<file path="src/rtl/pipelined_addsub_nbits.sv">
// Pipelined two's-complement adder/subtractor with the carry chain split into
// STAGES registered chunks, valid/ready on both sides and a full flag set.
module pipelined_addsub_nbits #(
  parameter int WIDTH  = 32,
  parameter int STAGES = 4
) (
  input  logic             clk,
  input  logic             rst_n,
  input  logic             in_valid,
  output logic             in_ready,
  input  logic [WIDTH-1:0] a,
  input  logic [WIDTH-1:0] b,
  input  logic             op_sub,
  output logic             out_valid,
  input  logic             out_ready,
  output logic [WIDTH-1:0] s,
  output logic             carry_out,
  output logic             overflow,
  output logic             zero,
  output logic             negative
);

  localparam int CW   = WIDTH / STAGES;
  localparam int LAST = STAGES - 1;

  logic                          stall;
  logic [WIDTH-1:0]              b_eff;
  logic [STAGES-1:0][WIDTH-1:0]  src_a;
  logic [STAGES-1:0][WIDTH-1:0]  src_b;
  logic [STAGES-1:0][WIDTH-1:0]  src_s;
  logic [STAGES-1:0]             src_c;
  logic [STAGES-1:0]             src_v;
  logic [STAGES-1:0][CW:0]       chunk_sum;
  logic [STAGES-1:0][WIDTH-1:0]  stage_s;
  logic [STAGES-1:0]             stage_c;

  assign b_eff    = op_sub ? ~b : b;
  assign stall    = out_valid & ~out_ready;
  assign in_ready = ~stall;

  // Stage k adds chunk k of its operands; lower chunks of the sum pass through.
  always_comb begin
    chunk_sum = '0;
    stage_s   = '0;
    stage_c   = '0;
    for (int k = 0; k < STAGES; k++) begin
      chunk_sum[k] = {1'b0, src_a[k][k*CW +: CW]} + {1'b0, src_b[k][k*CW +: CW]}
                   + {{CW{1'b0}}, src_c[k]};
      stage_s[k]   = src_s[k];
      stage_s[k][k*CW +: CW] = chunk_sum[k][CW-1:0];
      stage_c[k]   = chunk_sum[k][CW];
    end
  end

  if (STAGES > 1) begin : g_pipe
    logic [STAGES-2:0][WIDTH-1:0] pipe_a_q, pipe_a_d;
    logic [STAGES-2:0][WIDTH-1:0] pipe_b_q, pipe_b_d;
    logic [STAGES-2:0][WIDTH-1:0] pipe_s_q, pipe_s_d;
    logic [STAGES-2:0]            pipe_c_q, pipe_c_d;
    logic [STAGES-2:0]            pipe_v_q, pipe_v_d;

    always_comb begin
      pipe_a_d = src_a[STAGES-2:0];
      pipe_b_d = src_b[STAGES-2:0];
      pipe_s_d = stage_s[STAGES-2:0];
      pipe_c_d = stage_c[STAGES-2:0];
      pipe_v_d = src_v[STAGES-2:0];
    end

    always_ff @(posedge clk) begin
      if (!rst_n) begin
        pipe_a_q <= '0;
        pipe_b_q <= '0;
        pipe_s_q <= '0;
        pipe_c_q <= '0;
        pipe_v_q <= '0;
      end else if (!stall) begin
        pipe_a_q <= pipe_a_d;
        pipe_b_q <= pipe_b_d;
        pipe_s_q <= pipe_s_d;
        pipe_c_q <= pipe_c_d;
        pipe_v_q <= pipe_v_d;
      end
    end

    assign src_a = {pipe_a_q, a};
    assign src_b = {pipe_b_q, b_eff};
    assign src_s = {pipe_s_q, {WIDTH{1'b0}}};
    assign src_c = {pipe_c_q, op_sub};
    assign src_v = {pipe_v_q, in_valid};
  end else begin : g_single
    assign src_a = a;
    assign src_b = b_eff;
    assign src_s = '0;
    assign src_c = op_sub;
    assign src_v = in_valid;
  end

  // Only the top chunk of the last stage's operands feeds an adder.
  logic unused_last_ops;
  assign unused_last_ops = ^{src_a[LAST], src_b[LAST]};

  logic [WIDTH-1:0] s_q, s_d;
  logic             out_valid_q, out_valid_d;
  logic             carry_q, carry_d;
  logic             overflow_q, overflow_d;
  logic             zero_q, zero_d;
  logic             negative_q, negative_d;
  logic             msb_cin;

  // Result registers only load on a valid op so they hold across bubbles.
  always_comb begin
    s_d         = s_q;
    carry_d     = carry_q;
    overflow_d  = overflow_q;
    zero_d      = zero_q;
    negative_d  = negative_q;
    msb_cin     = 1'b0;
    out_valid_d = src_v[LAST];
    if (src_v[LAST]) begin
      s_d        = stage_s[LAST];
      carry_d    = stage_c[LAST];
      msb_cin    = stage_s[LAST][WIDTH-1] ^ src_a[LAST][WIDTH-1] ^ src_b[LAST][WIDTH-1];
      overflow_d = stage_c[LAST] ^ msb_cin;
      zero_d     = ~|stage_s[LAST];
      negative_d = stage_s[LAST][WIDTH-1];
    end
  end

  always_ff @(posedge clk) begin
    if (!rst_n) begin
      s_q         <= '0;
      out_valid_q <= 1'b0;
      carry_q     <= 1'b0;
      overflow_q  <= 1'b0;
      zero_q      <= 1'b0;
      negative_q  <= 1'b0;
    end else if (!stall) begin
      s_q         <= s_d;
      out_valid_q <= out_valid_d;
      carry_q     <= carry_d;
      overflow_q  <= overflow_d;
      zero_q      <= zero_d;
      negative_q  <= negative_d;
    end
  end

  assign s         = s_q;
  assign out_valid = out_valid_q;
  assign carry_out = carry_q;
  assign overflow  = overflow_q;
  assign zero      = zero_q;
  assign negative  = negative_q;

endmodule

</file>
<file path="config.mk">
export PLATFORM = sky130hd
export DESIGN_NAME = pipelined_addsub_nbits
export DESIGN_NICKNAME = d
export VERILOG_FILES = /design/src/rtl/pipelined_addsub_nbits.sv
export SDC_FILE = /design/constraint.sdc
export NUM_CORES = 1
export LEC_CHECK = 0
export BUFFER_PORTS_ARGS = -buffer_cell sky130_fd_sc_hd__buf_4
export CAP_MARGIN = 20
export CORE_MARGIN = 2
export CORE_UTILIZATION = 40
export DETAILED_ROUTE_END_ITERATION = 10
export PLACE_DENSITY = 0.58
export SLEW_MARGIN = 15
export SYNTH_ARGS = -nofsm -noshare
export SYNTH_HDL_FRONTEND = slang
export SYNTH_SLANG_ARGS = --single-unit
</file>
<file path="constraint.sdc">
create_clock -name clk -period 2.9 [get_ports clk]
set_input_delay 0.145 -clock clk [delete_from_list [all_inputs] [get_ports clk]]
set_output_delay 0.145 -clock clk [all_outputs]
set_load 0.02 [all_outputs]
</file>
Word level (Yosys, flattened, before mapping)
Cells that the tools add are included.
- add/subtract/negate cells: 8
- multipliers: 0
- div/mod/pow operators: 0
- order comparisons: 0
- eq/ne operators: 0
- shift operators: 0
- multiplexer cells: 1
- bitwise logic cells: 7
- reduce and logical (&&, ||, !) cells: 3
- operator list (operator ; number):
    8-bit by 8-bit adder with 9-bit output ; 4
    9-bit by 1-bit adder with 9-bit output ; 4
    32-bit two-way mux ; 1
    32-bit inverter ; 1
    32-bit OR reduction ; 1
    1-bit bitwise XOR ; 3
    1-bit inverter ; 2
    2-bit AND reduction ; 1
    1-bit bitwise AND ; 1
    1-bit zero test ; 1
- bits in registers: 283
- latch bits: 0
- bits in writable memories: 0
- bits in read-only memories: 0
- output and inout port bits: 38
- word-level logic and storage cells: 36
- memories kept: 0

Logic depth before layout (Yosys ltp)
Gate-level depths: netlist of run 1.
- depth in word-level cells: 5
- mapped depth: 10

Worst setup path before layout of run 1
Ideal clock, no wire load.
- kind: register to register
- start: register g_pipe.pipe_a_q[88] (netlist name)
- end: register zero_q, in the netlist zero
- library setup time: 70 ps
- arrival: 2518 ps
- required time: 2830 ps
- slack: 312 ps
- cell stages (with the launch flop): 10
- path buffers: 0
- clock period less this slack: 2588 ps
- cells stage by stage: dfxtp_1 inv_1 fa_1 fa_1 nor4bb_1 nand4_1 nor4_1 o221ai_1 or4_1 a21boi_1
- longest elaborated chain between the ends: 4
- RTL lines (element ; RTL line ; source):
    from (decl) ; 56 ; logic [STAGES-2:0][WIDTH-1:0] pipe_a_q, pipe_a_d;
    from (signal assigned) ; 78 ; pipe_a_q <= pipe_a_d;
    8-bit by 8-bit adder with 9-bit output ; 47 ; chunk_sum[k] = {1'b0, src_a[k][k*CW +: CW]} + {1'b0, src_b[k][k*CW +: CW]}
    9-bit by 1-bit adder with 9-bit output ; 48 ; + {{CW{1'b0}}, src_c[k]};
    32-bit OR reduction ; 125 ; zero_d = ~|stage_s[LAST];
    1-bit zero test ; 125 ;
    to (signal assigned) ; 143 ; zero_q <= zero_d;
    to (decl) ; 107 ; logic zero_q, zero_d;
Every way passes these cells.
A chain may end at the register's enable or synchronous reset.

Worst setup path in the final report of run 1
Same ends and word-level chain as after synthesis.

==> flow_summary.yaml, run 1 <==
cts:
  clk_latency_ns: 0.44
  cts_made_buffers: 17
  htreeDepth: 4
  cts_root_buf: "clkbuf_16"
  postCtsSetupRepairBufs: 0
  clk_pin_slew_ns: 0.07
  cts_tree: "done"
  cts_buffer_depth: 2
  clock_sinks: 186
cells_and_area:
  final_nets: 1170
  antennaDiodeCount: 0
  syn2layout_area_growth_pct: 21.9
  final_cell_mix: "nand2_1 (305), dfxtp_1 (186), a21boi_0 (130), buf_4 (111), xnor2_1 (36)"
  drive_gt1_share_pct: 14.4
  final_util_pct: 50.0
  layout_commonest_cell: "nand2_1"
  n_fill_cell: 2047
route:
  via_count: 6477
  viasPerCell: 4.80
  drc_errors: 0
  firstDrtPassIters: 4
  wirelength_mm: 17.9
  drtIter0Drc: 320
  postRouteAntennaNets: 0
  wl_per_cell_um: 13.3
setup_path:
  arrival_ns: 3.12
  r2r-end: "zero$_SDFFE_PN0P_"
  crit_path_start_kind: "register"
  ff2ff_setup_slack_ns: 0.15
  worstPathRequired_ns: 3.27
  critPathLaunch: "g_pipe.pipe_a_q[88]$_SDFFE_PN0N_"
  reg2regPathDepth: 9
  worst-setup-path-type: "register to register"
  crit_path_end_kind: "register"
  critPathSlowestCell: "fa_1"
  critPathMaxFanout: 2
  slowest_delay_ns: 0.51
  crit_end: "zero$_SDFFE_PN0P_"
  crit_top_cell: "fa_1"
  crit_cells: 9
  regToRegStartpoint: "g_pipe.pipe_a_q[88]$_SDFFE_PN0N_"
  path_buf_inv: 1
  crit_path_cell_trace: "inv_1 -> fa_1 -> fa_1 -> nor4bb_2 -> nand4_1 -> nor4_2 -> o221ai_1 -> or4_1 -> a21boi_1"
  path_delay_family: "simple AND/OR/NAND/NOR gates"
synthesis:
  synth-compound-area-share_pct: 21.0
  synth_seq_area_share_pct: 44.4
  synth_top_family_by_area: "compound AO/OA/AOI/OAI gates"
  synth_fa_ha_area_share_pct: 5.85
  synthesis.area_um2: 8380
  synth_edf_count: 0
  muxShareOfSynthArea_pct: 0.254
  synth_nets: 1081
  async_flop_share_pct: 0
  ys_ff_latch: 186
  synth_top_cell_by_area: "dfxtp_1"
  synthFlopType: "dfxtp_1"
  synthTopCellsByArea: "dfxtp_1 (44%), nand2_1 (14%), a21boi_0 (12%), ha_1 (4.2%), o211a_1 (4.1%)"
  syn_inst: 977
  yosys.area_share.simple_pct: 19.4
  syn_avg_cell_area_um2: 8.58
  synth_xor_area_share_pct: 5.01
  synth.distinct_cells: 44
  yosys_warnings: 0
  synth.top_cell.area_share_pct: 44.4
sta:
  max_freq_mhz: 363
  drv_slew: 0
  worst_pin_slew_ns: 0.630
  period_share_pct: 94.9
  fin_crit_ns: 2.75
  finalHoldViolCount: 0
  max_slew_margin_pct: 58.0
  setup_viol: 0
  finalClockSkew_ns: 0.0106
status:
  status: "complete, no violations"
power_and_ir_drop:
  peakVddDrop_mv: 0.497
  power.static_leakage_nw: 4.38
  power_mw: 5.76
  power_density_nw_per_um2: 564
flow_run:
  cap_violations: 0
floorplan:
  die-area_um2: 22100
  fp.dieH_um: 149
  core-area_um2: 20400
  die_x_um: 149
  rows: 52
  start_util_pct: 41.0
  ios: 107
grt:
  grt_max_degree: 128
  globalRouteOverflowTotal: 0
  first_global_vias: 5956
  grt_antenna_before_repair: 0
  track_usage_pct: 16.6
  grt_pass1_wl_mm: 29.8
placed_design:
  place_congestion: 0.777
  numPortBuffers: 106
  dp_hpwl_mm: 12.1
worst_hold_path:
  min_path_type: "primary input to register"
  hold_start: "a[23]"
## Yosys cell counts (all sizes together), types with 3 or more instances
| master | n |
|---|---|
| a21boi | 131 |
| clkbuf | 65 |
| a31oi | 5 |
| o211a | 34 |
| o211ai | 11 |
| and2 | 9 |
| nand4b | 4 |
| xor2 | 12 |
| nor4 | 6 |
| and3 | 3 |
| nor2 | 7 |
| xnor2 | 36 |
| fa | 7 |
| nor3 | 8 |
| nor2b | 6 |
| o21a | 4 |
| nand4 | 3 |
| inv | 20 |
| nor3b | 3 |
| buf | 4 |
| nand3 | 16 |
| o21bai | 3 |
| a21oi | 11 |
| nand3b | 5 |
| dfxtp | 186 |
| a21o | 9 |
| o21ai | 17 |
| nand2 | 305 |
| ha | 28 |
| or3 | 6 |
## cell type report
class	instances	area (um2)	share of cell area (%)
clock buffer	17	425	4.16
clock inverter	15	151	1.48
inverter	20	80.1	0.784
multi-input combinational	702	4340	42.5
sequential	186	3720	36.4
tap	270	338	3.31
timing repair buffer	139	1160	11.3
## logic make-up (layout without fill, tap and decap cells)
| logic type | Yosys count | count (layout) |
|---|---|---|
| AOI/OAI and AO/OA | 232 | 232 |
| xor gates and xnor gates | 48 | 48 |
| adders and majority gates | 35 | 35 |
| buffers and inverters | 89 | 191 |
| DFF | 186 | 186 |
| muxes | 2 | 2 |
| and+or+nand+nor | 385 | 385 |
## state kept, by name, indices dropped and copies added (netlist names)
signal / flops
out_valid: 1
zero: 1
g_pipe.pipe_b_d: 40
g_pipe.pipe_s_d: 24
s: 32
g_pipe.pipe_b_q: 8
g_pipe.pipe_a_q: 8
g_pipe.pipe_a_d: 40
g_pipe.pipe_v_q: 3
g_pipe.pipe_c_q: 3
g_pipe.pipe_s_q: 24
overflow: 1
carry_out: 1
## worst min path at each step
stage                                                   to  slack [ns]  cells past startpoint
after floorplan           g_pipe.pipe_a_d[40]$_SDFFE_PN0N_        0.29                      2
after global placement    g_pipe.pipe_a_d[56]$_SDFFE_PN0N_        0.41                      3
after detailed placement  g_pipe.pipe_a_d[44]$_SDFFE_PN0N_        0.42                      3
after CTS                 g_pipe.pipe_a_d[55]$_SDFFE_PN0N_       0.005                      3
after global routing      g_pipe.pipe_a_d[55]$_SDFFE_PN0N_        0.01                      3
final                     g_pipe.pipe_a_d[55]$_SDFFE_PN0N_       0.006                      3
## tightest hold or removal path, cell delays in order
cell,delay [ns]
buf_4,0.11
nand2_1,0.05
a21boi_0,0.08
## stage by stage
stage                     hold WS [ns]  cells  TNS, ns  cell area (um2)  worst slack (ns)
after floorplan                  0.292    977        0             8380             0.312
after global placement           0.411   1293        0             9380             0.159
after detailed placement         0.418   1293        0             9380             0.115
after CTS                      0.00524   1348        0            10200            0.0920
after global routing            0.0148   1349  -0.0118            10200           -0.0118
final                          0.00599   1349        0            10200             0.148
## power breakdown
part / switching (mW) / leakage, nW / internal [mW] / total [mW]
clock: 1.08 / 0.285 / 1.22 / 2.29
combinational: 0.321 / 2.57 / 0.345 / 0.665
sequential: 0.0947 / 1.53 / 2.71 / 2.80
total: 1.49 / 4.38 / 4.27 / 5.76
## routing by layer
metal / global-route usage (%) / up-vias / wire length (um)
met5: 0 / - / 0
met4: 5.14 / 0 / 136
met1: 25.5 / 2885 / 10100
met3: 3.39 / 11 / 738
li1: - / 3468 / -
met2: 23.3 / 113 / 6960
## timing repair
item,4_1_cts,5_1_grt
hold buffers,23,0
endpoints found under the setup margin,0,1
gates resized for setup,0,2
endpoints found under the hold margin,23,0
Note: power is estimated with default switching activity, not from simulation.
==> run 2, diff against run 1 <==
Settings changed: PLACE_DENSITY 0.58 to default.
==> run 2 against run 1 <==
  * Wire length is 0.50% lower
  * Design area is 0.32% higher
  * Largest power group unchanged
  * Core utilization is 0.16 points higher
  * Global-route usage is 0.19 points lower
  * Combinational power hardly changed
  * Sequential share of layout area is 0.12 points lower
  * Die area stayed put
  * Register-to-register slack better by 0.04 ns
  * Non-clock buffer count stayed put
==> flow_summary.yaml, run 2 (synthesis results as in run 1) <==
status:
  status: "complete, no violations"
sta:
  worst_pin_slew_ns: 0.814
  drv_slew: 0
  timing.final.ws_setup_ns: 0.187
  finalHoldViolCount: 0
  period_share_pct: 93.6
  finalClockSkew_ns: 0.00911
  max_freq_mhz: 369
  fin_crit_ns: 2.71
  max_slew_margin_pct: 45.7
  setup_viol: 0
cts:
  postCtsSetupRepairBufs: 0
  cts_root_buf: "clkbuf_16"
  cts_buffer_depth: 2
  clock_sinks: 186
  cts_tree: "done"
  clk_latency_ns: 0.43
  clk_pin_slew_ns: 0.07
  htreeDepth: 4
  cts_made_buffers: 17
cells_and_area:
  layout_commonest_cell: "nand2_1"
  final_nets: 1170
  drive_gt1_share_pct: 14.4
  syn2layout_area_growth_pct: 22.3
  final_cell_mix: "nand2_1 (305), dfxtp_1 (186), a21boi_0 (130), buf_4 (113), xnor2_1 (36)"
  antennaDiodeCount: 0
  seq_area_um2: 3720
  final_util_pct: 50.2
  multi_input_area_um2: 4340
  n_fill_cell: 2033
setup_path:
  critPathMaxFanout: 2
  worstPathRequired_ns: 3.26
  arrival_ns: 3.08
  path_delay_family: "simple AND/OR/NAND/NOR gates"
  crit_path_start_kind: "register"
  critPathSlowestCell: "fa_1"
  path_buf_inv: 1
  crit_path_cell_trace: "inv_1 -> fa_2 -> fa_1 -> nor4bb_2 -> nand4_1 -> nor4_2 -> o221ai_1 -> or4_1 -> a21boi_1"
  slowest_delay_ns: 0.52
  worst-setup-path-type: "register to register"
  crit_path_end_kind: "register"
floorplan:
  start_util_pct: 41.0
  core-area_um2: 20400
  die-area_um2: 22100
  fp.dieH_um: 149
  die_x_um: 149
  rows: 52
  ios: 107
grt:
  grt_max_degree: 128
  globalRouteOverflowTotal: 0
  first_global_vias: 5866
  track_usage_pct: 16.5
  grt_antenna_before_repair: 0
  grt_pass1_wl_mm: 29.5
route:
  via_count: 6522
  viasPerCell: 4.83
  drc_errors: 0
  wl_per_cell_um: 13.2
  wirelength_mm: 17.8
  firstDrtPassIters: 4
  postRouteAntennaNets: 0
  drtIter0Drc: 307
placed_design:
  dp_worst_setup_slack_ns: 0.0924
  dp_hpwl_mm: 12.0
  place_congestion: 0.786
  numPortBuffers: 106
power_and_ir_drop:
  peakVddDrop_mv: 0.399
  power.static_leakage_nw: 4.38
  power_mw: 5.89
  power_density_nw_per_um2: 574
worst_hold_path:
  min_path_type: "primary input to register"
flow_run:
  cap_violations: 0
[run 2: per-layer routing]
layer	global-route usage (%)	vias up	share of wire, %
met5	0	-	0
met4	4.95	0	1.5
met3	3.91	16	4.3
met2	22.3	116	40
met1	25.5	2935	54
li1	-	3455	-
[run 2: path summary, 6_finish.rpt]
kind                                                  startpoint  slack (ns)                               end  cells past startpoint
worst max-delay path            g_pipe.pipe_a_q[88]$_SDFFE_PN0N_        0.19                 zero$_SDFFE_PN0P_                      9
worst min-delay path                                       a[21]        0.01  g_pipe.pipe_a_d[53]$_SDFFE_PN0N_                      3
worst max register to register  g_pipe.pipe_a_q[88]$_SDFFE_PN0N_        0.19                 zero$_SDFFE_PN0P_                      9
worst min register to register                 zero$_SDFFE_PN0P_        0.46                 zero$_SDFFE_PN0P_                      2
[run 2: through the flow]
stage          TNS [ns]  area (um2)  hold WS (ns)  std cells
2_1_floorplan         0        8380         0.292        977
3_3_place_gp          0        9360         0.409       1293
3_5_place_dp          0        9390         0.415       1294
4_1_cts               0       10200       0.00906       1349
5_1_grt         -0.0183       10300        0.0180       1349
6_report              0       10300        0.0135       1349
[run 2: area by class of cell]
cell class / count / area share (%)
multi-input combinational: 702 / 42.4
sequential: 186 / 36.3
timing repair buffer: 139 / 11.2
clock buffer: 20 / 4.46
tap: 270 / 3.30
clock inverter: 12 / 1.59
inverter: 20 / 0.781
[run 2: worst reg2reg max path, stage by stage (launching register included)]
cell      delay, ns
dfxtp_1        0.33
inv_1          0.06
fa_2           0.40
fa_1           0.52
nor4bb_2       0.27
nand4_1        0.14
nor4_2         0.24
o221ai_1       0.14
or4_1          0.41
a21boi_1       0.14
[run 2: timing repair]
item	CTS	global route
endpoints found under the setup margin	0	1
hold buffers	23	0
hold endpoints to repair	23	0
resized for setup	0	3
[run 2: where the power goes]
| group | leakage, nW | total, mW | internal, mW | switching, mW |
|---|---|---|---|---|
| Clock | 0.291 | 2.42 | 1.41 | 1.01 |
| Combinational | 2.57 | 0.662 | 0.343 | 0.320 |
| Sequential | 1.53 | 2.80 | 2.71 | 0.0962 |
